[src/rtl/exram_bus_timer_if.sv]
// Bridge-side command strobes and external asynchronous SRAM pins of exram_bus_timer.
// slave: the timer; master: the bridge plus external RAM that surround it.
interface exram_bus_timer_if;
  logic        wr_n;
  logic        rd_n;
  logic [15:0] addr;
  logic [7:0]  wdata;
  logic [7:0]  rdata;
  logic        busy;
  logic        ovf;
  logic        ext_ce_n;
  logic        ext_we_n;
  logic        ext_oe_n;
  logic [15:0] ext_addr;
  logic [7:0]  ext_dout;
  logic        ext_dout_en;
  logic [7:0]  ext_din;

  modport slave (
    input  wr_n, rd_n, addr, wdata, ext_din,
    output rdata, busy, ovf, ext_ce_n, ext_we_n, ext_oe_n, ext_addr, ext_dout, ext_dout_en
  );

  modport master (
    output wr_n, rd_n, addr, wdata, ext_din,
    input  rdata, busy, ovf, ext_ce_n, ext_we_n, ext_oe_n, ext_addr, ext_dout, ext_dout_en
  );
endinterface

[src/rtl/exram_bus_timer.sv]
// Queues one-cycle bridge strobes and plays them out as timed SRAM setup/strobe/hold cycles.
// Define EXRAM_TURNAROUND_EN to insert one idle cycle whenever the access direction changes.
module exram_bus_timer #(
  parameter int SETUP_CYC  = 1,
  parameter int STROBE_CYC = 2,
  parameter int HOLD_CYC   = 1,
  parameter int FIFO_DEPTH = 4
) (
  input logic              clk,
  input logic              rst,
  exram_bus_timer_if.slave bus
);
  localparam int AW   = $clog2(FIFO_DEPTH);
  localparam int EW   = 1 + 16 + 8;
  localparam int MAXC = (SETUP_CYC > STROBE_CYC) ?
                        ((SETUP_CYC > HOLD_CYC) ? SETUP_CYC : HOLD_CYC) :
                        ((STROBE_CYC > HOLD_CYC) ? STROBE_CYC : HOLD_CYC);
  localparam int CW   = $clog2(MAXC + 1);
  localparam logic [AW:0]   PTR_ONE  = {{AW{1'b0}}, 1'b1};
  localparam logic [CW-1:0] CNT_ZERO = {CW{1'b0}};
  localparam logic [CW-1:0] CNT_ONE  = CW'(1);

  typedef enum logic [1:0] {ST_IDLE, ST_SETUP, ST_STROBE, ST_HOLD} state_e;

  logic [EW-1:0] mem_q [FIFO_DEPTH];
  logic [AW:0]   wr_ptr_q, wr_ptr_d, rd_ptr_q, rd_ptr_d;
  logic [EW-1:0] head_s, push_ent_s;
  logic          empty_s, full_s, push_s, pop_s, accept_s, ta_block_s;
  state_e        state_q, state_d;
  logic [CW-1:0] cnt_q, cnt_d;
  logic          is_wr_q, is_wr_d;
  logic [15:0]   addr_q, addr_d;
  logic [7:0]    dout_q, dout_d, rdata_q, rdata_d;
  logic          ce_n_q, ce_n_d, we_n_q, we_n_d, oe_n_q, oe_n_d;
  logic          dout_en_q, dout_en_d, busy_q, busy_d, ovf_q, ovf_d;

  assign empty_s    = (wr_ptr_q == rd_ptr_q);
  assign full_s     = (wr_ptr_q[AW] != rd_ptr_q[AW]) && (wr_ptr_q[AW-1:0] == rd_ptr_q[AW-1:0]);
  assign head_s     = mem_q[rd_ptr_q[AW-1:0]];
  assign push_s     = !bus.wr_n || !bus.rd_n;
  // A simultaneous read strobe is folded into the write: is_wr wins.
  assign push_ent_s = {!bus.wr_n, bus.addr, bus.wdata};
  assign accept_s   = push_s && (!full_s || pop_s);

`ifdef EXRAM_TURNAROUND_EN
  logic ta_q, ta_d, prev_wr_q, prev_wr_d, have_prev_q, have_prev_d, hold_done_s;

  assign hold_done_s = (state_q == ST_HOLD) && (cnt_q == CNT_ZERO);
  assign ta_block_s  = have_prev_q && !ta_q && (head_s[EW-1] != prev_wr_q);

  // Turnaround bookkeeping: direction of the last completed access and the one-cycle stall flag.
  always_comb begin
    ta_d        = (state_q == ST_IDLE) && !empty_s && ta_block_s;
    prev_wr_d   = hold_done_s ? is_wr_q : prev_wr_q;
    have_prev_d = have_prev_q || hold_done_s;
  end

  // Turnaround state registers.
  always_ff @(posedge clk or posedge rst) begin
    if (rst) begin
      ta_q        <= 1'b0;
      prev_wr_q   <= 1'b0;
      have_prev_q <= 1'b0;
    end else begin
      ta_q        <= ta_d;
      prev_wr_q   <= prev_wr_d;
      have_prev_q <= have_prev_d;
    end
  end
`else
  assign ta_block_s = 1'b0;
`endif

  // Command storage; entries need no reset because the pointers define validity.
  always_ff @(posedge clk) begin
    if (accept_s) begin
      mem_q[wr_ptr_q[AW-1:0]] <= push_ent_s;
    end
  end

  // Phase sequencer: pop in IDLE, then count down through SETUP, STROBE and HOLD.
  always_comb begin
    state_d = state_q;
    cnt_d   = cnt_q;
    is_wr_d = is_wr_q;
    addr_d  = addr_q;
    dout_d  = dout_q;
    rdata_d = rdata_q;
    pop_s   = 1'b0;
    case (state_q)
      ST_IDLE: begin
        if (!empty_s && !ta_block_s) begin
          pop_s   = 1'b1;
          state_d = ST_SETUP;
          cnt_d   = CW'(SETUP_CYC - 1);
          is_wr_d = head_s[EW-1];
          addr_d  = head_s[23:8];
          dout_d  = head_s[7:0];
        end else begin
          state_d = ST_IDLE;
        end
      end
      ST_SETUP: begin
        if (cnt_q == CNT_ZERO) begin
          state_d = ST_STROBE;
          cnt_d   = CW'(STROBE_CYC - 1);
        end else begin
          cnt_d = cnt_q - CNT_ONE;
        end
      end
      ST_STROBE: begin
        if (cnt_q == CNT_ZERO) begin
          state_d = ST_HOLD;
          cnt_d   = CW'(HOLD_CYC - 1);
          rdata_d = is_wr_q ? rdata_q : bus.ext_din;
        end else begin
          cnt_d = cnt_q - CNT_ONE;
        end
      end
      ST_HOLD: begin
        if (cnt_q == CNT_ZERO) begin
          state_d = ST_IDLE;
        end else begin
          cnt_d = cnt_q - CNT_ONE;
        end
      end
      default: begin
        state_d = ST_IDLE;
        cnt_d   = CNT_ZERO;
      end
    endcase
  end

  // Pin values are decoded from the next state so every ext_* output leaves a flop.
  always_comb begin
    ce_n_d    = (state_d == ST_IDLE);
    we_n_d    = !((state_d == ST_STROBE) && is_wr_d);
    oe_n_d    = !((state_d == ST_STROBE) && !is_wr_d);
    dout_en_d = (state_d != ST_IDLE) && is_wr_d;
    wr_ptr_d  = accept_s ? (wr_ptr_q + PTR_ONE) : wr_ptr_q;
    rd_ptr_d  = pop_s ? (rd_ptr_q + PTR_ONE) : rd_ptr_q;
    busy_d    = (state_d != ST_IDLE) || (wr_ptr_d != rd_ptr_d);
    ovf_d     = ovf_q || (push_s && !accept_s);
  end

  // State, FIFO pointers and output registers.
  always_ff @(posedge clk or posedge rst) begin
    if (rst) begin
      state_q   <= ST_IDLE;
      cnt_q     <= CNT_ZERO;
      is_wr_q   <= 1'b0;
      addr_q    <= 16'h0000;
      dout_q    <= 8'h00;
      rdata_q   <= 8'h00;
      wr_ptr_q  <= {(AW+1){1'b0}};
      rd_ptr_q  <= {(AW+1){1'b0}};
      ce_n_q    <= 1'b1;
      we_n_q    <= 1'b1;
      oe_n_q    <= 1'b1;
      dout_en_q <= 1'b0;
      busy_q    <= 1'b0;
      ovf_q     <= 1'b0;
    end else begin
      state_q   <= state_d;
      cnt_q     <= cnt_d;
      is_wr_q   <= is_wr_d;
      addr_q    <= addr_d;
      dout_q    <= dout_d;
      rdata_q   <= rdata_d;
      wr_ptr_q  <= wr_ptr_d;
      rd_ptr_q  <= rd_ptr_d;
      ce_n_q    <= ce_n_d;
      we_n_q    <= we_n_d;
      oe_n_q    <= oe_n_d;
      dout_en_q <= dout_en_d;
      busy_q    <= busy_d;
      ovf_q     <= ovf_d;
    end
  end

  assign bus.ext_ce_n    = ce_n_q;
  assign bus.ext_we_n    = we_n_q;
  assign bus.ext_oe_n    = oe_n_q;
  assign bus.ext_addr    = addr_q;
  assign bus.ext_dout    = dout_q;
  assign bus.ext_dout_en = dout_en_q;
  assign bus.rdata       = rdata_q;
  assign bus.busy        = busy_q;
  assign bus.ovf         = ovf_q;
endmodule

[src/flat_wrapper.sv]
// flat-port wrapper written by rule: the top's interface ports become plain ports
module exram_bus_timer_flat 
#(
  parameter int SETUP_CYC  = 1,
  parameter int STROBE_CYC = 2,
  parameter int HOLD_CYC   = 1,
  parameter int FIFO_DEPTH = 4
)
  (clk, rst, bus_wr_n, bus_rd_n, bus_addr, bus_wdata, bus_ext_din, bus_rdata, bus_busy, bus_ovf, bus_ext_ce_n, bus_ext_we_n, bus_ext_oe_n, bus_ext_addr, bus_ext_dout, bus_ext_dout_en);
  exram_bus_timer_if bus_i ();
  input logic clk;
  input logic rst;
  input wire logic [$bits(bus_i.wr_n)-1:0] bus_wr_n;
  input wire logic [$bits(bus_i.rd_n)-1:0] bus_rd_n;
  input wire logic [$bits(bus_i.addr)-1:0] bus_addr;
  input wire logic [$bits(bus_i.wdata)-1:0] bus_wdata;
  input wire logic [$bits(bus_i.ext_din)-1:0] bus_ext_din;
  output wire logic [$bits(bus_i.rdata)-1:0] bus_rdata;
  output wire logic [$bits(bus_i.busy)-1:0] bus_busy;
  output wire logic [$bits(bus_i.ovf)-1:0] bus_ovf;
  output wire logic [$bits(bus_i.ext_ce_n)-1:0] bus_ext_ce_n;
  output wire logic [$bits(bus_i.ext_we_n)-1:0] bus_ext_we_n;
  output wire logic [$bits(bus_i.ext_oe_n)-1:0] bus_ext_oe_n;
  output wire logic [$bits(bus_i.ext_addr)-1:0] bus_ext_addr;
  output wire logic [$bits(bus_i.ext_dout)-1:0] bus_ext_dout;
  output wire logic [$bits(bus_i.ext_dout_en)-1:0] bus_ext_dout_en;
  assign bus_i.wr_n = bus_wr_n;
  assign bus_i.rd_n = bus_rd_n;
  assign bus_i.addr = bus_addr;
  assign bus_i.wdata = bus_wdata;
  assign bus_i.ext_din = bus_ext_din;
  assign bus_rdata = bus_i.rdata;
  assign bus_busy = bus_i.busy;
  assign bus_ovf = bus_i.ovf;
  assign bus_ext_ce_n = bus_i.ext_ce_n;
  assign bus_ext_we_n = bus_i.ext_we_n;
  assign bus_ext_oe_n = bus_i.ext_oe_n;
  assign bus_ext_addr = bus_i.ext_addr;
  assign bus_ext_dout = bus_i.ext_dout;
  assign bus_ext_dout_en = bus_i.ext_dout_en;
  exram_bus_timer #(.SETUP_CYC(SETUP_CYC), .STROBE_CYC(STROBE_CYC), .HOLD_CYC(HOLD_CYC), .FIFO_DEPTH(FIFO_DEPTH)) u_core (.clk(clk), .rst(rst), .bus(bus_i));
endmodule
[config.mk]
export PLATFORM = sky130hd
export DESIGN_NAME = exram_bus_timer_flat
export DESIGN_NICKNAME = d
export VERILOG_FILES = /design/src/rtl/exram_bus_timer_if.sv /design/src/rtl/exram_bus_timer.sv /design/src/flat_wrapper.sv
export SDC_FILE = /design/constraint.sdc
export NUM_CORES = 1
export LEC_CHECK = 0
export ABC_CLOCK_PERIOD_IN_PS = 2800
export BUFFER_PORTS_ARGS = -buffer_cell sky130_fd_sc_hd__buf_2
export CAP_MARGIN = 30
export CORE_ASPECT_RATIO = 1.1
export CORE_MARGIN = 2
export CORE_UTILIZATION = 57
export DETAILED_ROUTE_END_ITERATION = 10
export PLACE_DENSITY = 0.81
export REMOVE_ABC_BUFFERS = 1
export SLEW_MARGIN = 20
export SYNTH_ARGS = -nofsm -noshare
export SYNTH_HDL_FRONTEND = slang
export SYNTH_SLANG_ARGS = --single-unit
[constraint.sdc]
create_clock -name clk -period 2.8 [get_ports clk]
set_clock_uncertainty 0.2 [all_clocks]
set_input_delay 0.14 -clock clk [delete_from_list [all_inputs] [get_ports clk]]
set_output_delay 0.14 -clock clk [all_outputs]
set_load 0.005 [all_outputs]
==> results summary <==
Internal power comes to 5.95 mW. The via count of the first global-routing pass is 3312. The length of routed wiring on met1 is 4230 um. In this run, synthesis inferred 100 flip-flops with an integrated enable. The post-DP HPWL came out at 6650 um. The run finished with clean final reports. The critical path in this run is classified as reg2reg. The clock insertion delay at the later pin of the skew report came out at 0.51 ns. The post-CTS setup buffer count is 0. The synthesized cell area came out at 5860 um2. The dominant cell by count in the synthesized netlist is edfxtp_1. The floorplan core area came out at 9940 um2. The worst hold path belongs to the class in2async. Total power for the finished layout comes to 8.62 mW. The die height is 110 um. Setup repair after global routing left no endpoint under its margin. The accumulated negative setup slack is 0 ns. The total routing resource utilization after global routing came out at 0.211. The number of cells produced by synthesis is 291. Of all flip-flops after synthesis, the portion carrying an async set or reset was 0.329. OpenSTA, run right after detailed placement, puts the worst setup slack at 0.419 ns. For this block, the via count after detailed routing is 3081. The number of cells on the worst reg-to-reg path is 4. The remaining antenna violation count is 0. Of the total power, the share spent switching nets is 0.309. Dividing the detail-routed via count by the number of cells gives 5.56.

The clock network fraction of total power came out at 0.240. The filler cell count in the final layout came out at 569. TritonCTS built the clock tree. The clock transition at the registers of the reported paths is 0.07 ns. STA puts the critical path data arrival time at 2.41 ns. The launching element type of the critical path is a flop. The clock root buffer is clkbuf_8.

The number of gates resized after CTS was 0. Summed over all layers, the global routing overflow is 0. The sequential share of power came out at 0.426. The number of detailed-routing iterations run before antenna repair is 4. The first global-routing pass estimated 16800 um of wire. The most critical setup path has its startpoint at u_core.state_q[0]. The die covers 11100 um2.

Across the VDD grid, the largest voltage drop is 0.000728 V. The power share of the combinational group is 0.334. The post-synthesis sequential area ratio came out at 0.723. Of the post-synthesis cell area, the dominant cell type holds 0.513. Setup slack on the critical path of the routed design comes to 0.395 ns. edfxtp_1 takes more of the synthesized area than any other cell.

Dividing the synthesized area by the synthesized cell count gives 20.1 um2. In this run the horizontal extent of the chip is 101 um. The largest fanout on the critical path is 11. The highest metal layer carrying signal wires in the routed design is met4. Among all flip-flop cells after synthesis, the most frequent one is edfxtp_1. After floorplanning, the core was divided into 38 placement rows. After the first detailed-routing iteration, the DRC count stood at 210.

The number of nets at the end of the flow is 464. The TritonCTS buffer count came out at 17. Entering global routing, the biggest net connects 29 pins. The longest clock path from root to sink contains 2 buffers. In the synthesized netlist, the cells that appear most often are edfxtp_1 (100), dfrtp_1 (46), mux2_2 (33). The flop and latch count out of synthesis is 149. The worst slack on hold paths is 0.00806 ns. The worst setup path is captured at a flop. For the pin with the worst max-slew slack, the measured transition is 0.623 ns.

The final critical-path share of the clock period came out at 0.859. Dividing the detail-routed wire length by the instance count gives 19.3 um. The number of library cell types mapped by synthesis is 42. The normalized max-slew margin came out at 0.582. The initial utilization of the core area, before any placement, comes to 0.589.

Wire segments on met3 add up to 490 um in the final route. For the worst setup path, the data required time is 2.81 ns. The DRC violation count after routing is 0. The routability congestion estimate from global placement came out at 0.767. Of the cells placed in the final design, the portion with a size suffix greater than 1 is 0.430. The maximum level of the CTS H-tree is 4. The hold violation count in the final report is 0.

Ranked by total cell area, the synthesized netlist is headed by edfxtp_1 (51%), dfrtp_1 (20%), mux4_2 (9.6%), mux2_2 (6.3%), ha_1 (1.7%). The met2 wirelength from detailed routing came out at 5830 um. The net switching power is 2.66 mW. The tree built by TritonCTS fans out to 149 sinks. The count of buffers added on input and output ports is 73. The number of top-level pins came out at 74. The number of endpoints failing setup at the final stage came out at 0. The max-cap violation count is 0. In this run the power density over the cells is 1180 nW/um2. The maximum clock rate came out at 0.416 GHz.

The number of warnings printed during yosys synthesis is 0. The static leakage came out at 2.81 nW. The worst register-to-register path begins at u_core.state_q[0]. The area growth from synthesis to layout is 24.6%. The total wirelength of the detailed-routed design came out at 10700 um. The initial antenna violation count is 1. The clock period could shrink to 2.40 ns. The max-slew violation count is 0.
## power groups by stage
stage               logic [mW]  registers (mW)  clock network (mW)
detailed placement        2.86            3.70                   0
floorplan                 1.78            3.78                   0
global placement          2.77            3.63                   0
CTS                       2.93            3.67                2.10
finish                    2.88            3.67                2.06
global route              3.16            3.75                2.20
## final timing paths
check                                          end  slack, ns
max                            u_core.mem_q[1][11]       0.40
min                            u_core.bus.rdata[2]      0.008
max reg2reg                    u_core.mem_q[1][11]       0.40
min reg2reg                    u_core.bus.ext_we_n       0.25
max in group asynchronous  u_core.bus.ext_addr[12]       1.68
min in group clk               u_core.mem_q[1][20]       0.17
## stage by stage
stage | instance area (um2) | instances | utilization
after global placement | 6400 | 486 | 0.644
final | 7300 | 554 | 0.735
after floorplan | 5780 | 280 | -
after global routing | 7300 | 554 | 0.735
after CTS | 7300 | 553 | 0.734
after detailed placement | 6400 | 486 | 0.644
## sequential cells by signal, summed over array words and instances (netlist names)
signal                  count
u_core.is_wr_q              1
u_core.rd_ptr_q             3
u_core.bus.rdata            8
u_core.mem_q              100
u_core.bus.ext_dout_en      1
u_core.bus.ext_we_n         1
u_core.cnt_q                2
u_core.wr_ptr_q             3
u_core.bus.ext_oe_n         1
u_core.bus.ext_dout         8
u_core.bus.ext_ce_n         1
u_core.bus.busy             1
u_core.bus.ovf              1
u_core.state_q              2
u_core.bus.ext_addr        16
## kinds of logic after synthesis
logic type                 after synthesis  share of synthesized area
muxes                                   61                      0.166
AOI/OAI and AO/OA                       16                     0.0233
adders and majority gates                8                     0.0171
xor gates and xnor gates                12                     0.0256
DFF                                    149                      0.723
buffers and inverters                   19                     0.0190
and+or+nand+nor                         26                     0.0258
## layout by cell type, fill, tap and decap left out, drive strengths merged, types with 2 or more instances in the layout
cell / synthesis / layout
a21oi: 2 / 2
clkbuf: 1 / 18
nor2b: 2 / 2
mux2: 35 / 35
xor2: 7 / 7
dfrtp: 46 / 46
edfxtp: 100 / 100
dlygate4sd3: 0 / 35
nand2b: 4 / 4
clkinvlp: 0 / 2
xnor2: 5 / 5
buf: 10 / 86
inv: 8 / 14
ha: 8 / 8
and2: 5 / 5
mux4: 25 / 25
clkinv: 0 / 5
dfstp: 3 / 3
and3: 2 / 2
o21ai: 4 / 4
nand2: 6 / 6
a311oi: 2 / 2
## metal layers
metal,track usage,vias to the layer above
li1,-,1387
met1,0.244,1569
met2,0.376,116
met3,0.0504,9
met4,0.0920,0
met5,0,-
## worst max-delay path: stages, from the launching register on
cell	delay, ns
dfrtp_1	0.49
or2_1	0.36
a41oi_2	0.31
and2_1	0.44
buf_4	0.30
## final cells by class
class | instances | area (um2) | share of cell area
diodes | 1 | 2.50 | 0.000343
clock buffers | 18 | 418 | 0.0573
clock inverters | 14 | 126 | 0.0173
inverters | 8 | 30.0 | 0.00411
multi-input cells | 123 | 1510 | 0.207
flip-flops and latches | 149 | 4230 | 0.580
well taps | 120 | 150 | 0.0206
repair buffers | 121 | 826 | 0.113
## what timing repair did
action	4_1_cts	5_1_grt
hold buffers	35	0
endpoints found under the setup margin	0	0
hold endpoints to repair	161	0
Power figures use the tool's default switching activity.
